--- config.mk ---
export PLATFORM = sky130hd
export DESIGN_NAME = elevator_request_scheduler
export DESIGN_NICKNAME = d
export VERILOG_FILES = /design/src/rtl/elevator_pkg.sv /design/src/rtl/elevator_floor_pick.sv /design/src/rtl/elevator_request_scheduler.sv
export SDC_FILE = /design/constraint.sdc
export NUM_CORES = 1
export LEC_CHECK = 0
export BUFFER_PORTS_ARGS = -buffer_cell sky130_fd_sc_hd__buf_4
export CAP_MARGIN = 40
export CELL_PAD_IN_SITES_DETAIL_PLACEMENT = 0
export CELL_PAD_IN_SITES_GLOBAL_PLACEMENT = 1
export CORE_MARGIN = 3
export CORE_UTILIZATION = 42
export DETAILED_ROUTE_END_ITERATION = 7
export PLACE_DENSITY = 0.92
export SLEW_MARGIN = 30
export SYNTH_ARGS = -nofsm -noshare
export SYNTH_HDL_FRONTEND = slang
export SYNTH_HIERARCHICAL = 1
export SYNTH_SLANG_ARGS = --single-unit
--- constraint.sdc ---
create_clock -name clk -period 6.4 [get_ports clk]
set_input_delay 1.28 -clock clk [delete_from_list [all_inputs] [get_ports clk]]
set_output_delay 1.28 -clock clk [all_outputs]
set_load 0.005 [all_outputs]
--- src/rtl/elevator_pkg.sv ---
`default_nettype none
// ============================================================================
//  Module      : elevator_pkg
//  Description : Scheduler state encodings and floor-index width helper,
//                shared by the scheduler, the controller and the door stage.
//  Revision    : 1.0 - initial release
// ============================================================================
package elevator_pkg;

  localparam logic [1:0] ST_IDLE       = 2'd0;
  localparam logic [1:0] ST_SERVE_UP   = 2'd1;
  localparam logic [1:0] ST_SERVE_DOWN = 2'd2;

  // Width of a floor index; never narrower than one bit.
  function automatic int floor_width(input int floors);
    return (floors <= 2) ? 1 : $clog2(floors);
  endfunction

endpackage
`default_nettype wire

--- src/rtl/elevator_floor_pick.sv ---
`default_nettype none
// ============================================================================
//  Module      : elevator_floor_pick
//  Description : Combinational search of the pending bitmap relative to the
//                car position: any request above / below / at the car, the
//                nearest request above and the nearest request below.
//  Revision    : 1.0 - initial release
// ============================================================================
module elevator_floor_pick #(
  parameter int FLOORS  = 5,
  parameter int FLOOR_W = 3
) (
  input  logic [FLOORS-1:0]  pending_i,
  input  logic [FLOOR_W-1:0] cur_floor_i,
  output logic               above_o,
  output logic               below_o,
  output logic               here_o,
  output logic [FLOOR_W-1:0] near_up_o,
  output logic [FLOOR_W-1:0] near_dn_o
);

  // Nearest-below: ascending scan, the last hit is the highest index below the car.
  // An out-of-range car position never matches 'here' and sees everything as below.
  always_comb begin
    below_o   = 1'b0;
    here_o    = 1'b0;
    near_dn_o = '0;
    for (int i = 0; i < FLOORS; i++) begin
      if (pending_i[i] && (FLOOR_W'(i) < cur_floor_i)) begin
        below_o   = 1'b1;
        near_dn_o = FLOOR_W'(i);
      end
      if (cur_floor_i == FLOOR_W'(i)) begin
        here_o = pending_i[i];
      end
    end
  end

  // Nearest-above: descending scan, the last hit is the lowest index above the car.
  always_comb begin
    above_o   = 1'b0;
    near_up_o = '0;
    for (int i = FLOORS - 1; i >= 0; i--) begin
      if (pending_i[i] && (FLOOR_W'(i) > cur_floor_i)) begin
        above_o   = 1'b1;
        near_up_o = FLOOR_W'(i);
      end
    end
  end

endmodule
`default_nettype wire

--- src/rtl/elevator_request_scheduler.sv ---
`default_nettype none
// ============================================================================
//  Module      : elevator_request_scheduler
//  Description : Latches floor requests into a pending bitmap, clears them on
//                arrival and issues one SCAN-ordered target floor at a time.
//  Revision    : 1.0 - initial release
// ============================================================================
module elevator_request_scheduler
  import elevator_pkg::*;
#(
  parameter int FLOORS  = 5,
  parameter int FLOOR_W = floor_width(FLOORS)
) (
  input  logic               clk,
  input  logic               rst,
  input  logic [FLOORS-1:0]  btn_i,
  input  logic [FLOOR_W-1:0] cur_floor_i,
  input  logic               arrived_i,
  output logic [FLOOR_W-1:0] target_floor_o,
  output logic               target_valid_o,
  output logic [FLOORS-1:0]  pending_o,
  output logic               moving_up_o,
  output logic               moving_down_o
);

  logic [FLOORS-1:0]  pending_q, pending_d;
  logic [FLOORS-1:0]  w_clr;
  logic [1:0]         state_q, state_d;
  logic [FLOOR_W-1:0] target_q, target_d;
  logic               valid_q, valid_d;
  logic               moving_up_q, moving_down_q;

  logic               w_above, w_below, w_here;
  logic [FLOOR_W-1:0] w_near_up, w_near_dn;

  elevator_floor_pick #(
    .FLOORS  (FLOORS),
    .FLOOR_W (FLOOR_W)
  ) u_floor_pick (
    .pending_i   (pending_q),
    .cur_floor_i (cur_floor_i),
    .above_o     (w_above),
    .below_o     (w_below),
    .here_o      (w_here),
    .near_up_o   (w_near_up),
    .near_dn_o   (w_near_dn)
  );

  // Arrival clear mask: one-hot on the car floor; an out-of-range floor matches nothing.
  always_comb begin
    w_clr = '0;
    for (int i = 0; i < FLOORS; i++) begin
      w_clr[i] = arrived_i && (cur_floor_i == FLOOR_W'(i));
    end
    pending_d = (pending_q | btn_i) & ~w_clr;
  end

  // SCAN scheduler: keep the current direction while work remains ahead, then reverse.
  always_comb begin
    state_d  = state_q;
    target_d = target_q;
    valid_d  = valid_q;
    case (state_q)
      ST_IDLE: begin
        if (w_above) begin
          state_d = ST_SERVE_UP;   target_d = w_near_up;   valid_d = 1'b1;
        end else if (w_below) begin
          state_d = ST_SERVE_DOWN; target_d = w_near_dn;   valid_d = 1'b1;
        end else if (w_here) begin
          state_d = ST_IDLE;       target_d = cur_floor_i; valid_d = 1'b1;
        end else begin
          valid_d = 1'b0;
        end
      end
      ST_SERVE_UP: begin
        if (w_above) begin
          target_d = w_near_up;   valid_d = 1'b1;
        end else if (w_here) begin
          target_d = cur_floor_i; valid_d = 1'b1;
        end else if (w_below) begin
          state_d = ST_SERVE_DOWN; target_d = w_near_dn; valid_d = 1'b1;
        end else begin
          state_d = ST_IDLE;       valid_d = 1'b0;
        end
      end
      ST_SERVE_DOWN: begin
        if (w_below) begin
          target_d = w_near_dn;   valid_d = 1'b1;
        end else if (w_here) begin
          target_d = cur_floor_i; valid_d = 1'b1;
        end else if (w_above) begin
          state_d = ST_SERVE_UP;   target_d = w_near_up; valid_d = 1'b1;
        end else begin
          state_d = ST_IDLE;       valid_d = 1'b0;
        end
      end
      default: begin
        state_d = ST_IDLE;
        valid_d = 1'b0;
      end
    endcase
  end

  // State, request bitmap and registered outputs; reset drops every request.
  always_ff @(posedge clk) begin
    if (rst) begin
      pending_q     <= '0;
      state_q       <= ST_IDLE;
      target_q      <= '0;
      valid_q       <= 1'b0;
      moving_up_q   <= 1'b0;
      moving_down_q <= 1'b0;
    end else begin
      pending_q     <= pending_d;
      state_q       <= state_d;
      target_q      <= target_d;
      valid_q       <= valid_d;
      moving_up_q   <= (state_d == ST_SERVE_UP);
      moving_down_q <= (state_d == ST_SERVE_DOWN);
    end
  end

  assign pending_o      = pending_q;
  assign target_floor_o = target_q;
  assign target_valid_o = valid_q;
  assign moving_up_o    = moving_up_q;
  assign moving_down_o  = moving_down_q;

endmodule
`default_nettype wire
==> results_dict.tcl <==
set metrics [dict create \
    reg_power_share_pct 36.3 \
    postLayoutCellArea_mm2 0.00133 \
    drtAntennaViolNets 0 \
    critical_path.top_delay_family "compound AO/OA/AOI/OAI gates" \
    overall_fraction_of_global_route_tracks_in_use_pct 18.2 \
    p_sw_uw 112 \
    hold_path_startpoint "target_floor_o[2]" \
    synth_fa_ha_area_share_pct 6.44 \
    cts.htree.levels 1 \
    rows 18 \
    core-area_mm2 0.00257 \
    async_flop_share_pct 0 \
    timing.final.crit_period_ps 3270 \
    leakage_nw 0.539 \
    worst_setup_path_start_kind "primary input" \
    slew_viol_final 0 \
    antenna_cells_inserted 0 \
    tritoncts.num_buffers 3 \
    first_iter_violations 48 \
    syn_inst 154 \
    synth_sequential_area_ratio_pct 22.3 \
    worst_endpoint_data_arrival_time_ps 3460 \
    yosysWarningCount 6 \
    maximum_number_of_pins_on_one_net_before_global_route_repair 23 \
    grt-ovfl-total 0 \
    maxClockFrequency_mhz 306 \
    post_synth.cell_area_avg_um2 7.56 \
    fin_crit_sh_pct 51.0 \
    clkSlewWorstSetupHoldPaths_ps 80 \
    internal-power_uw 182 \
    power_per_cell_area_mw_per_mm2 221 \
    synth_commonest_cells "sky130_fd_sc_hd__nor2_1, sky130_fd_sc_hd__dfxtp_1, sky130_fd_sc_hd__nand2_1" \
    power.combinational.fraction_pct 46.4 \
    first_global_vias 1100 \
    max_cap_viol_count 0 \
    max-slew-margin-rel_pct 55.2 \
    antenna_found_initial 0 \
    setup_repair_after_global_routing_missed_its_margin "no" \
    critical-path-slowest-cell "sky130_fd_sc_hd__or4b_1" \
    timing.critical_path.buf_inv 2 \
    fraction_of_synthesized_area_in_multiplexers_pct 5.16 \
    synth_seq_cells 13 \
    cts.repair.resized 0 \
    setup_violations 0 \
    critPathCaptureType "flop" \
    synthToLayoutAreaGrowth_pct 14.2 \
    whs_ps 499 \
    layout_cell_share_with_drive_strength_beyond_1_pct 18.7 \
    synth_area_leaders "sky130_fd_sc_hd__dfxtp_1, sky130_fd_sc_hd__ha_1, sky130_fd_sc_hd__nor2_1" \
    pwr-share-clk_pct 17.3 \
    number_of_hold_violations_in_the_final_report 0 \
    ys.flop_type "sky130_fd_sc_hd__dfxtp_1" \
    cts_tree "built" \
    synth_compound_gate_area_share_pct 29.5 \
    placement.io_buffers 21 \
    via_count 1172 \
    wirelength_um 2880 \
    switching_part_of_the_total_power_pct 38.1 \
    grt_first_pass_wirelength_um 4890 \
    netlist_area_mm2 0.00116 \
    synthesized_area_fraction_occupied_by_and_or_nand_nor_cells_pct 27.4 \
    floorplan.die.width_um 58.7 \
    placed_cell_area_mm2 0.00130 \
    ir_worst_vdd_v 0.000196 \
    status "finished clean" \
    finalWeightedCongestion 0.815 \
    cts_hold_buf 0 \
    finalSetupTns_ps 0 \
    ioPinCount 22 \
    timing.critical_path.from "cur_floor_i[2]" \
    critical_path.max_stage_delay_ps 530 \
    estimated_wirelength_of_the_detail_placed_design_um 2110 \
    wl_per_cell_um 14.3 \
    synthMostInstantiatedCell "sky130_fd_sc_hd__nor2_1" \
    post_synth_xor_area_fraction_pct 0 \
    post-layout-total-power_uw 294 \
    chipHeight_um 58.7 \
    clock_tree.buffer_depth 2 \
    synthDistinctLibCells 44 \
    drt_first_pass_iters 4 \
    ctsRootBufferMaster "sky130_fd_sc_hd__clkbuf_4" \
    edff_count_synth 0 \
    critical_path_peak_fanout 20 \
    drc_errors 0 \
    timing_worst_setup_path_type "primary input to flop" \
    hold_path.class "flop to flop" \
    postCtsSetupBuffers 0 \
    worst_pin_slew_ps 655 \
    synth_top_area_share_pct 22.3 \
    timing.rr.start "pending_o[4]" \
    cp.required_ps 6590 \
    routed_via_density 5.83 \
    dieArea_mm2 0.00344 \
    cp_cell_sequence "buf_4 -> or4b_1 -> o211ai_1 -> a31oi_1 -> o21ai_1 -> buf_4 -> mux2i_1 -> a211oi_1 -> nor3_1 -> a211oi_1" \
    nets 189 \
    clock_sinks 13 \
    start_util_pct 45.4 \
    timing.clock.skew_ps 2.30 \
    yosys.area.top_type "sky130_fd_sc_hd__dfxtp_1" \
    clock_insertion_delay_worst_skew_ps 270 \
    synth_nets 171 \
    dominant_combinational_cell_family_by_area_after_synthesis "compound AO/OA/AOI/OAI gates" \
]
[power groups by stage]
stage	clock [mW]	combinational [mW]	sequential, mW
global placement	0	0.130	0.109
floorplan	0	0.0972	0.106
global route	0.0569	0.151	0.109
finish	0.0508	0.137	0.107
CTS	0.0529	0.136	0.107
detailed placement	0	0.135	0.109
[cell families (layout without fill, tap and decap cells)]
logic type / count (synthesis) / after routing
compound gates: 48 / 48
fa+ha+maj: 6 / 6
buf+inv: 20 / 37
flops: 13 / 13
mux: 6 / 6
simple gates: 61 / 61
[final cells by class]
cell class | instances | area (µm²)
well taps | 30 | 37.5
flip-flops and latches | 13 | 260
clock buffers | 4 | 26.3
fillers | 250 | 1240
repair buffers | 23 | 170
inverters | 10 | 37.5
multi-input cells | 121 | 798
[state kept, by name, summed over array words and instances (netlist names)]
signal,count
state_q,2
moving_up_o,1
target_floor_o,3
target_valid_o,1
pending_o,5
moving_down_o,1
[cells in the final DEF (no fill, tap or decap), drive strengths merged, types with 3 or more instances in the layout]
cell / count
mux2i: 6
clkbuf: 4
o21ai: 11
a211oi: 7
a311oi: 5
buf: 23
ha: 6
o211ai: 4
nor2b: 5
nand3: 4
nor2: 19
nor3: 7
a21oi: 7
dfxtp: 13
nand2: 13
inv: 10
nand2b: 3
[final timing paths]
| path | slack, ps | depth (start not counted) | end |
|---|---|---|---|
| max | 3130 | 10 | target_floor_o[1] |
| min | 500 | 2 | target_floor_o[2] |
| min reg2reg | 500 | 2 | target_floor_o[2] |
| max reg2reg | 3880 | 9 | target_floor_o[1] |
[routing by layer]
| metal | wire [µm] | up-vias | global-route usage, % |
|---|---|---|---|
| met4 | 7 | 0 | 2.91 |
| met5 | 0 | - | 0 |
| met2 | 1460 | 33 | 32.9 |
| met1 | 1260 | 536 | 22.2 |
| met3 | 152 | 2 | 4.61 |
| li1 | - | 601 | - |
[tightest hold or removal path: cells and delay by family, from the launching register on]
| family | cells | cell delay [ps] |
|---|---|---|
| compound gates | 1 | 50 |
| simple gates | 1 | 90 |
| flops | 1 | 310 |
[through the flow]
step / setup WS [ps] / utilization [%] / std cells
after floorplan: 3340 / - / 154
after global placement: 2670 / 50.3 / 195
after detailed placement: 2860 / 50.6 / 196
after CTS: 3140 / 51.6 / 200
after global routing: 2960 / 51.8 / 201
final: 3130 / 51.8 / 201
No activity file was read; power rests on OpenSTA's default activity.
